`src/rtl/reg_stream_ctrl.sv`:
```
// Host word stream to register datapath bridge: serialises register reads, deserialises writes.
// Optional macro REG_STREAM_CTRL_ERR_EN adds the err output and rejects illegal commands.
module reg_stream_ctrl #(
    parameter int unsigned WORD_W   = 32,
    parameter int unsigned DATA_W   = 256,
    parameter int unsigned NUM_REGS = 16,
    parameter int unsigned ADDR_W   = 4,
    parameter int unsigned LEN_W    = 4,
    parameter logic [NUM_REGS*LEN_W-1:0] LEN_TABLE = 64'h1555_1144_1888_1444
) (
    input  logic                clock,
    input  logic                reset,
    input  logic                in_valid,
    output logic                in_ready,
    input  logic [WORD_W-1:0]   in_data,
    output logic                out_valid,
    input  logic                out_ready,
    output logic [WORD_W-1:0]   out_data,
    output logic                out_last,
    output logic                busy,
`ifdef REG_STREAM_CTRL_ERR_EN
    output logic                err,
`endif
    output logic [ADDR_W-1:0]   reg_rd_sel,
    input  logic [DATA_W-1:0]   reg_rd_data,
    output logic [NUM_REGS-1:0] reg_wr_en,
    output logic [DATA_W-1:0]   reg_wr_data
);

    localparam int unsigned NWORDS = DATA_W / WORD_W;
    localparam int unsigned CNT_W  = (NWORDS > 1) ? $clog2(NWORDS) : 1;

    typedef enum logic [2:0] {
        S_IDLE,
        S_RD_WAIT,
        S_RD_STREAM,
        S_WR_COLLECT,
        S_WR_COMMIT
    } state_t;

    state_t                           state_q, state_d;
    logic [CNT_W-1:0]                 cnt_q, cnt_d;
    logic [CNT_W-1:0]                 last_q, last_d;
    logic [ADDR_W-1:0]                idx_q, idx_d;
    logic [ADDR_W-1:0]                rd_sel_q, rd_sel_d;
    logic [NWORDS-1:0][WORD_W-1:0]    buf_q, buf_d;
    logic [WORD_W-1:0]                out_data_q, out_data_d;
    logic                             out_last_q, out_last_d;
    logic                             out_valid_q, out_valid_d;
    logic                             in_ready_q, in_ready_d;
    logic                             busy_q, busy_d;
    logic [NUM_REGS-1:0]              wr_en_q, wr_en_d;
    logic [ADDR_W-1:0]                cmd_idx;
    logic                             cmd_illegal;

    // Table entry for a register as a last-word index; 0 means one word, oversize clamps to a full register.
    function automatic logic [CNT_W-1:0] len_m1(input logic [ADDR_W-1:0] idx);
        int unsigned ln;
        ln = 1;
        for (int i = 0; i < int'(NUM_REGS); i++) begin
            if (int'(idx) == i) ln = 32'(LEN_TABLE[i*LEN_W +: LEN_W]);
        end
        if (ln == 0) ln = 1;
        if (ln > NWORDS) ln = NWORDS;
        return CNT_W'(ln - 1);
    endfunction

    function automatic logic in_range(input logic [ADDR_W-1:0] idx);
        return 32'(idx) < NUM_REGS;
    endfunction

    assign cmd_idx = in_data[ADDR_W-1:0];

`ifdef REG_STREAM_CTRL_ERR_EN
    logic err_q, err_d;
    assign cmd_illegal = (|in_data[WORD_W-2:ADDR_W]) || !in_range(cmd_idx);
    assign err         = err_q;
`else
    logic unused_rsvd;
    assign unused_rsvd = ^in_data[WORD_W-2:ADDR_W];
    assign cmd_illegal = 1'b0;
`endif

    // Next state and next output values
    always_comb begin
        state_d    = state_q;
        cnt_d      = cnt_q;
        last_d     = last_q;
        idx_d      = idx_q;
        rd_sel_d   = rd_sel_q;
        buf_d      = buf_q;
        out_data_d = out_data_q;
        out_last_d = out_last_q;
        wr_en_d    = '0;
`ifdef REG_STREAM_CTRL_ERR_EN
        err_d      = 1'b0;
`endif
        case (state_q)
            S_IDLE: begin
                if (in_valid && in_ready_q) begin
                    if (cmd_illegal) begin
`ifdef REG_STREAM_CTRL_ERR_EN
                        err_d = 1'b1;
`endif
                    end else begin
                        idx_d  = cmd_idx;
                        last_d = len_m1(cmd_idx);
                        cnt_d  = '0;
                        if (in_data[WORD_W-1]) begin
                            state_d = S_WR_COLLECT;
                            buf_d   = '0;
                        end else begin
                            state_d  = S_RD_WAIT;
                            rd_sel_d = cmd_idx;
                        end
                    end
                end
            end
            S_RD_WAIT: begin
                // Snapshot so later writes cannot tear an in-flight read
                buf_d      = in_range(rd_sel_q) ? reg_rd_data : '0;
                state_d    = S_RD_STREAM;
                cnt_d      = '0;
                out_data_d = buf_d[0];
                out_last_d = (last_q == '0);
            end
            S_RD_STREAM: begin
                if (out_valid_q && out_ready) begin
                    if (cnt_q == last_q) begin
                        state_d    = S_IDLE;
                        out_last_d = 1'b0;
                    end else begin
                        cnt_d      = cnt_q + CNT_W'(1);
                        out_data_d = buf_q[cnt_d];
                        out_last_d = (cnt_d == last_q);
                    end
                end
            end
            S_WR_COLLECT: begin
                if (in_valid && in_ready_q) begin
                    buf_d[cnt_q] = in_data;
                    if (cnt_q == last_q) begin
                        state_d = S_WR_COMMIT;
                        if (in_range(idx_q)) wr_en_d = NUM_REGS'(1) << idx_q;
                    end else begin
                        cnt_d = cnt_q + CNT_W'(1);
                    end
                end
            end
            S_WR_COMMIT: state_d = S_IDLE;
            default:     state_d = S_IDLE;
        endcase
        in_ready_d  = (state_d == S_IDLE) || (state_d == S_WR_COLLECT);
        out_valid_d = (state_d == S_RD_STREAM);
        busy_d      = (state_d != S_IDLE);
    end

    always_ff @(posedge clock) begin
        if (reset) begin
            state_q     <= S_IDLE;
            cnt_q       <= '0;
            last_q      <= '0;
            idx_q       <= '0;
            rd_sel_q    <= '0;
            buf_q       <= '0;
            out_data_q  <= '0;
            out_last_q  <= 1'b0;
            out_valid_q <= 1'b0;
            in_ready_q  <= 1'b1;
            busy_q      <= 1'b0;
            wr_en_q     <= '0;
`ifdef REG_STREAM_CTRL_ERR_EN
            err_q       <= 1'b0;
`endif
        end else begin
            state_q     <= state_d;
            cnt_q       <= cnt_d;
            last_q      <= last_d;
            idx_q       <= idx_d;
            rd_sel_q    <= rd_sel_d;
            buf_q       <= buf_d;
            out_data_q  <= out_data_d;
            out_last_q  <= out_last_d;
            out_valid_q <= out_valid_d;
            in_ready_q  <= in_ready_d;
            busy_q      <= busy_d;
            wr_en_q     <= wr_en_d;
`ifdef REG_STREAM_CTRL_ERR_EN
            err_q       <= err_d;
`endif
        end
    end

    assign in_ready    = in_ready_q;
    assign out_valid   = out_valid_q;
    assign out_data    = out_data_q;
    assign out_last    = out_last_q;
    assign busy        = busy_q;
    assign reg_rd_sel  = rd_sel_q;
    assign reg_wr_en   = wr_en_q;
    assign reg_wr_data = buf_q;

endmodule

```
`config.mk`:
```
export PLATFORM = sky130hd
export DESIGN_NAME = reg_stream_ctrl
export DESIGN_NICKNAME = d
export VERILOG_FILES = /design/src/rtl/reg_stream_ctrl.sv
export SDC_FILE = /design/constraint.sdc
export NUM_CORES = 1
export LEC_CHECK = 0
export BUFFER_PORTS_ARGS = -buffer_cell sky130_fd_sc_hd__buf_2
export CAP_MARGIN = 30
export CORE_AREA = 2 2 236 238
export DETAILED_ROUTE_END_ITERATION = 8
export DIE_AREA = 0 0 238 240
export PLACE_DENSITY = 0.49
export SLEW_MARGIN = 20
export SYNTH_ARGS = -nofsm -noshare
export SYNTH_HDL_FRONTEND = slang
export SYNTH_SLANG_ARGS = --single-unit
```
`constraint.sdc`:
```
create_clock -name clock -period 2.7 [get_ports clock]
set_input_delay 0.27 -clock clock [delete_from_list [all_inputs] [get_ports clock]]
set_output_delay 0.27 -clock clock [all_outputs]
set_load 0.03 [all_outputs]
```
==> results summary, run 1 <==
The largest net degree at the start of global routing is 85. The number of buffers inserted by port buffering is 603. Dividing the final minimum period by the clock period gives 89.1%. The biggest cell delay along the critical path is 0.75 ns.

Routability-driven placement finished with a final weighted congestion of 0.862. The post-layout minimum cycle time came out at 2.41 ns. The area of the die came out at 57100 µm². The number of buffers created by CTS came out at 40. In this run the power density over the cells is 660 nW/µm². At the worst endpoint, the required time is 3.19 ns. The total of flip-flops plus latches after synthesis is 324. The worst setup path is of the register to register kind. In the synthesized netlist the async set-or-reset flop fraction comes to 0%. For this run, the number of Yosys warnings is 0. The clock power share is 37.1%. The summed negative setup slack over all endpoints came out at 0 ns. For this run, the top clock speed supported by timing is 416 MHz.

Walking the worst path, the cells encountered are inv_1 -> a21oi_4 -> o21a_1 -> buf_4 -> a21oi_4 -> buf_4 -> o2bb2ai_1. The synthesized netlist net count came out at 1867. The overall track demand over capacity in global routing is 29.2%.

The worst-case clock buffer depth came out at 3. The clock skew after layout came out at 0.0245 ns. The via total after detailed routing came out at 17400. The run finished with clean final reports. After legalization and detailed placement, the total HPWL measured 61900 µm. The count of flip-flops with a built-in enable after synthesis is 0. The analysis attributes to net switching a power of 4980 µW. In the final layout, the share of cells above drive strength 1 is 37.2%. The first routing iteration left 1692 violations. The vertical die dimension is 240 µm.

The final non-filler cell total came out at 2981. The width of the die came out at 238 µm. The share of synthesized cell area in and, or, nand and nor gates is 8.60%. The worst setup path is captured at a register.

The number of nets with antenna violations after detailed routing came out at 0. Summed over all cells, the static leakage comes to 0.00883 µW. The count of pins over their slew limit is 0. The average size of a mapped cell is 9.79 µm². The number of cells in the design after placement came out at 2807. The remaining design rule violation count is 0. CTS placed an instance of clkbuf_16 at the clock tree root.

Among all stages on the critical path, the largest delay is contributed by a21oi_4. The mux contribution to synthesized area came out at 7.02%. The wire length per cell after detailed routing came out at 29.2 µm. The CTS tree is built. Setup repair after global routing left no endpoint under its margin. The path category of the worst min-delay check is primary input to register.

For the pin with the worst max-slew slack, the measured transition is 0.959 ns. The maximum resistive drop on vdd came out at 0.429 mV. The number of setup violations in the final report came out at 0. The core region is 54700 µm².

The fraction of the mapped netlist area in compound gates came out at 35.2%. The worst setup path is launched from a register. The count of boundary I/O pins is 604. The worst-path maximum fanout came out at 15. The flip-flop cell with the highest count after synthesis is dfxtp_1. The count of mapped cells out of synthesis is 1574.

The via count of the first global-routing pass is 17100. The final wirelength came out at 87000 µm. The internal power component is 9430 µW. The row count came out at 86.

The filler cell count is 5449. The final core area utilization came out at 39.9%. The post-cts resize count is 0. The adder-cell share of the synthesized area came out at 0.0812%. The total standard cell area after synthesis is 15400 µm².

The mean number of vias per cell is 5.84. The first global-routing pass estimated 122000 µm of wire. Sequential cells were found to cover 42.1% of the synthesized design area.

The switching power as a share of total power is 34.5%. The worst pin sits at a relative slew slack of 35.9%. The insertion delay to the later sink of the worst-skew pair came out at 0.57 ns. The first-pass iteration count of the detailed router came out at 8. After synthesis, the largest family of logic cells by area is compound AO/OA/AOI/OAI gates. At the end of the flow, the number of nets in the layout was 2535.

In this run, flip-flops and latches consume 36.0% of the power. The number of hold violations in the final report is 0. The count of cell types in the netlist is 62. The combinational cell fraction of total power is 26.8%.

Max-cap violations in this run came to 0. The depth of the CTS H-tree came out at 2. The clock-pin slew on the worst setup and hold paths came out at 0.06 ns. For the worst setup path, the data arrival time is 2.89 ns. For this run the aggregate overflow at the end of global routing stands at 0.

The area growth from synthesis to layout came out at 41.6%. The synthesized-area fraction occupied by xor and xnor cells is 0.276%. The number of antenna violations at the first check in global routing is 17. Clock tree synthesis found a total of 324 sinks. The effective utilization at floorplan came out at 28.2%.
==> cells by family after synthesis <==
kind of cell	Yosys count
AO/OA/AOI/OAI	716
multiplexers	68
AND/OR/NAND/NOR	274
XOR/XNOR	4
adder cells (fa/ha/maj)	1
flip-flops	324
buffers and inverters	187
==> cells in the final DEF, fill, tap and decap left out, drive strengths merged, types with 16 or more instances in the layout <==
cell           n
nor3          16
nand2        183
a22oi        191
mux4          32
buf          714
nor2          32
o221ai        32
clkbuf        58
o21ai        104
dfxtp        324
mux2i         36
a32o          29
a32oi         32
dlygate4sd3   96
a21oi         82
o2bb2ai      191
a22o          28
==> cells in the mapped netlist (all sizes together), types with 6 or more instances <==
cell type,instances,share of area (%)
o221ai,32,1.8
buf,133,5.4
mux2i,36,2.3
o2bb2ai,191,11
nand2b,12,0.49
clkbuf,51,1.3
dfxtp,324,42
a32o,29,1.9
a222oi,6,0.39
nand2,183,4.5
nor3,16,0.76
a22oi,191,9.3
a22o,28,1.6
nor2,32,0.84
o211ai,7,0.34
a32oi,32,1.8
a21oi,82,3.1
o21ai,104,3.4
mux4,32,4.7
==> per-layer routing <==
layer / wire length (µm) / GRT usage, % / vias up
met5: 84 / 0 / -
li1: - / - / 7553
met2: 40400 / 47.6 / 1032
met4: 3820 / 12.6 / 12
met3: 8030 / 7.28 / 213
met1: 34700 / 36.7 / 8592
==> power by group through the flow <==
stage | combinational [µW] | sequential [µW] | clock [µW]
detailed placement | 3710 | 5290 | 0
global route | 4060 | 5210 | 5620
floorplan | 1700 | 5620 | 0
finish | 3870 | 5190 | 5350
CTS | 3830 | 5190 | 5430
global placement | 3650 | 5290 | 0
==> registers in the layout, indices dropped and copies added (netlist names) <==
name	cells
out_data	32
last_q	2
out_last	1
reg_rd_sel	4
reg_wr_data	256
state_q	3
cnt_q	3
busy	1
reg_wr_en	16
out_valid	1
in_ready	1
idx_q	4
==> through the flow <==
stage | total power (µW) | area [µm²] | setup slack (ns) | hold slack [ns]
floorplan | 7320 | 15400 | 0.718 | 0.356
global placement | 8930 | 19500 | 0.366 | 0.434
detailed placement | 9000 | 19600 | 0.299 | 0.439
CTS | 14500 | 21800 | 0.291 | 0.000251
global route | 14900 | 21800 | 0.216 | 0.0198
finish | 14400 | 21800 | 0.294 | 0.0237
==> critical path: cells and delay by family (launching register included) <==
family | cells | cell delay, ns
AOI/OAI and AO/OA | 4 | 1.29
DFF | 1 | 0.35
buffers and inverters | 3 | 0.69
==> repair_timing <==
item / CTS / global route
buffers inserted: 0 / 0
endpoints found under the hold margin: 96 / 0
hold buffers: 96 / 0
setup endpoints to repair: 0 / 0
==> worst paths after layout <==
check / start / endpoint / slack, ns / depth (start not counted)
setup / recovery: state_q[0] / reg_wr_data[172] / 0.29 / 7
hold / removal: reg_rd_data[172] / reg_wr_data[172] / 0.02 / 3
setup reg to reg: state_q[0] / reg_wr_data[172] / 0.29 / 7
hold reg to reg: out_data[28] / out_data[28] / 0.45 / 2
==> layout make-up <==
| cell class | count | area, µm² | area share (%) |
|---|---|---|---|
| multi-input combinational | 1063 | 8040 | 36.8 |
| sequential | 324 | 6490 | 29.7 |
| timing repair buffer | 810 | 5110 | 23.4 |
| clock buffer | 58 | 1150 | 5.26 |
| tap | 704 | 881 | 4.04 |
| clock inverter | 10 | 118 | 0.539 |
| antenna | 9 | 22.5 | 0.103 |
| inverter | 3 | 11.3 | 0.0516 |
Note: power is estimated with default switching activity, not from simulation.
==> run 2, diff against run 1 <==
--- a/config.mk
+++ b/config.mk
@@ -5,12 +5,13 @@
 export SDC_FILE = /design/constraint.sdc
 export NUM_CORES = 1
 export LEC_CHECK = 0
+export ABC_AREA = 1
 export BUFFER_PORTS_ARGS = -buffer_cell sky130_fd_sc_hd__buf_2
 export CAP_MARGIN = 30
-export CORE_AREA = 2 2 236 238
+export CORE_AREA = 2 2 235 237
 export DETAILED_ROUTE_END_ITERATION = 8
-export DIE_AREA = 0 0 238 240
-export PLACE_DENSITY = 0.49
+export DIE_AREA = 0 0 237 239
+export PLACE_DENSITY = 0.56
 export SLEW_MARGIN = 20
 export SYNTH_ARGS = -nofsm -noshare
 export SYNTH_HDL_FRONTEND = slang
==> constraint.sdc (replaced) <==
create_clock -name clock -period 2.7 [get_ports clock]
set_input_delay 0.27 -clock clock [delete_from_list [all_inputs] [get_ports clock]]
set_output_delay 0.27 -clock clock [all_outputs]
set_load 0.01 [all_outputs]
==> results summary, run 2 <==
The critical path required time is 3.20 ns (about the same). The post-CTS setup buffer count came out at 0 (unchanged). Ranked by instance count, the synthesized netlist is headed by 1055 x nand2_1, 399 x a21oi_1, 324 x dfxtp_1. The number of hold violations in the final report is 0 (unchanged). The residual overflow from global routing is 0 (unchanged). The cell type with the largest total area after synthesis is dfxtp_1.

The launching element of the worst setup path is state_q[0]. The maximum clock frequency came to 426 MHz (+2.6%). TritonCTS built the clock tree. The wire length per cell after detailed routing is 25.3 µm (-13%).

Setup repair after global routing left no endpoint under its margin. The flow ran to the end, and the final reports show no timing, DRC or antenna violations. The leading cell type in the layout, fill and taps excluded is nand2_1. The count of max-cap constraint violations is 0 (unchanged).

The overall track demand over capacity in global routing came out at 37.0% (+7.7 points). In the layout the commonest cells are 1052 x nand2_1, 602 x buf_2, 399 x a21oi_1. The count of flip-flops with a built-in enable after synthesis was 0 (unchanged). The clock skew after layout came out at 0.0291 ns (+0.00463 ns). The worst-path maximum fanout came out at 19 (+4). The first-pass iteration count of the detailed router came out at 6 (-2).

The post-detailed-placement half-perimeter wirelength came to 79800 µm (+29%). The tree is rooted in a clkbuf_16. The share of post-route cells with drive strength above 1 was 21.1% (-16 points). The worst hold margin is 0.0109 ns (-0.0127 ns).

The overall power is 23600 µW (+64%). The post-layout minimum cycle time came to 2.34 ns (-0.0616 ns). The worst-case clock buffer depth was 3 (unchanged). The count of cell types in the netlist is 29 (-53%).

STA classifies the critical path startpoint as a register. The sequential cell area fraction in the yosys report was 35.1% (-7.0 points). The global-route wire length before repair came out at 153000 µm (+26%). The count of mapped cells out of synthesis came to 3018 (+92%). The placed standard-cell area is 22200 µm² (+14%). By area the synthesized netlist is led by dfxtp_1 35%, nand2_1 21%, a21oi_1 11%. The count of boundary I/O pins came to 604 (unchanged). The maximum resistive drop on vdd came to 0.542 mV (+26%).

The critical path in this run is classified as register to register. The number of buffers created by CTS was 41 (+2.5%). The transition time at the pin with the least slew margin is 0.895 ns (-0.0633 ns). The met3 usage in global routing came out at 9.13% (+1.9 points). The worst slew margin relative to its limit is 39.7% (+3.7 points). The clock-pin slew on the worst setup and hold paths is 0.06 ns (about the same). The count of synthesis-stage warnings from yosys is 0 (unchanged).

The worst slack at placement came out at 0.417 ns (+0.118 ns). The reg-to-reg setup timing slack came out at 0.36 ns (+0.06 ns). The average size of a mapped cell is 6.12 µm² (-38%). The vertical die dimension is 239 µm (-0.42%). The arrival time of the worst setup path came to 2.85 ns (-0.04 ns). The via total after detailed routing is 24100 (+39%). The peak-usage layer in the global routing report is met2.

The flip-flop cell with the highest count after synthesis is dfxtp_1. The most critical setup path has its endpoint at reg_wr_data[150]. The remaining design rule violation count is 0 (unchanged). The total standard cell area after synthesis is 18500 µm² (+20%). The final design area excluding fillers came out at 24700 µm² (+13%).

The largest net degree at the start of global routing is 113 (+33%). The depth of the CTS H-tree came out at 2 (unchanged). The number of nets with antenna violations after detailed routing came out at 0 (unchanged). The insertion delay to the later sink of the worst-skew pair is 0.59 ns (+0.02 ns).

The final worst setup slack is 0.355 ns (+0.0616 ns). The static leakage came out at 0.0108 µW (+23%). The area of the die came to 56600 µm² (-0.84%).

The final worst-path cycle share is 86.8% (-2.3 points). The fraction of registers with async set or reset after synthesis came to 0% (unchanged). The number of antenna violations at the first check in global routing is 11 (-6). The effective utilization at floorplan was 34.0% (+5.8 points). The worst reg2reg path depth is 6 (-1).

The starting DRC count in detailed routing was 2874 (+70%). The total power divided by cell area is 956 nW/µm² (+45%). The synthesized netlist net count came out at 3311 (+77%). The summed negative setup slack over all endpoints came out at 0 ns (unchanged). The count of pins over their slew limit is 0 (unchanged). The number of setup violations in the final report is 0 (unchanged). The worst hold path belongs to the class primary input to register. The met2 capacity usage during global routing came to 55.2% (+7.6 points).

The row count is 86 (unchanged). The endpoint identified for the worst register-to-register timing path is reg_wr_data[150]. The area growth from synthesis to layout is 33.9%. The total of flip-flops plus latches after synthesis came out at 324 (unchanged). The net count of the finished layout is 3899 (+54%). The share of the synthesized area in the top cell type came to 35.1% (-7.0 points). The number of buffers inserted by port buffering came out at 603 (unchanged). The sort of element at the end of the critical path is a register.

The flip-flop count of the largest register, all copies and words added is 256 (unchanged). The met1 capacity usage during global routing was 50.3% (+14 points). The via count of the first global-routing pass is 21400 (+25%). The width of the die came out at 237 µm (-0.42%).

The mean number of vias per cell was 5.54 (-5.1%). The launching point of the worst reg2reg path is state_q[0]. The clock sink total came out at 324 (unchanged). The most common cell in the synthesized netlist is nand2_1. The placeable core region came out at 54300 µm² (-0.59%). The weighted congestion at the end of routability-driven global placement came out at 0.941 (+9.1%).

The final wirelength is 110000 µm (+26%).
[run 2: cell count changes in the layout (fill, tap and decap cells not counted), sizes merged, moves of 69 or more]
| cell | before | now |
|---|---|---|
| o21ai | 104 | 318 |
| a31oi | 2 | 71 |
| nand2 | 183 | 1062 |
| o2bb2ai | 191 | 0 |
| a22oi | 191 | 34 |
| a21oi | 82 | 399 |
| nor2 | 32 | 172 |
| inv | 4 | 222 |
[run 2: routing by layer]
layer  part of all wire (%)  wire length [µm]
met1                     41             45100
met2                     42             46200
met3                     12             12900
met4                    5.1              5550
met5                  0.035                38
[run 2: final cells by class]
class | count | area (µm²)
timing repair buffer | 780 | 4930
tap | 704 | 881
antenna | 8 | 20.0
clock inverter | 13 | 129
sequential | 324 | 6490
clock buffer | 62 | 1240
fill | 5963 | 29600
multi-input combinational | 2237 | 10200
inverter | 222 | 851
[run 2: what timing repair did]
item | in CTS | in global routing
gates resized for setup | 0 | 0
endpoints found under the hold margin | 112 | 0
hold buffers | 109 | 0
[run 2: critical path, cell delays in order, from the launching register on]
cell     delay [ns]
dfxtp_1        0.60
inv_2          0.12
nor2_2         0.57
nand2_2        0.43
o21ai_0        0.30
nand2_1        0.09
a21oi_1        0.15
[run 2: worst min-delay path by stage]
stage                      from          endpoint  slack [ns]  cells after the start
2_1_floorplan        in_data[2]          idx_q[2]        0.41                      2
3_3_place_gp           idx_q[3]          idx_q[3]        0.46                      2
3_5_place_dp           idx_q[3]          idx_q[3]        0.46                      2
4_1_cts        reg_rd_data[105]  reg_wr_data[105]      0.0004                      3
5_1_grt        reg_rd_data[102]  reg_wr_data[102]        0.03                      3
6_report       reg_rd_data[182]  reg_wr_data[182]        0.01                      3
[run 2: logic make-up (layout without fill, tap and decap cells)]
| kind of cell | count (synthesis) | count (layout) | share of synthesized area (%) |
|---|---|---|---|
| simple gates | 1327 | 1327 | 27.9 |
| compound gates | 907 | 907 | 26.7 |
| buf+inv | 457 | 1077 | 10.1 |
| flops | 324 | 324 | 35.1 |
| xor+xnor | 2 | 2 | 0.0949 |
| fa+ha+maj | 1 | 1 | 0.0678 |
| other cells | 0 | 8 | 0 |
[run 2: power breakdown]
| group | internal, µW | switching [µW] |
|---|---|---|
| sequential | 5640 | 683 |
| clock | 3360 | 2410 |
| combinational | 3400 | 8150 |
| total | 12400 | 11200 |
[run 2: metrics by stage]
step | utilization, % | std cells
2_1_floorplan | - | 3018
3_3_place_gp | 40.9 | 4158
3_5_place_dp | 40.9 | 4158
4_1_cts | 45.4 | 4342
5_1_grt | 45.5 | 4346
6_report | 45.5 | 4350
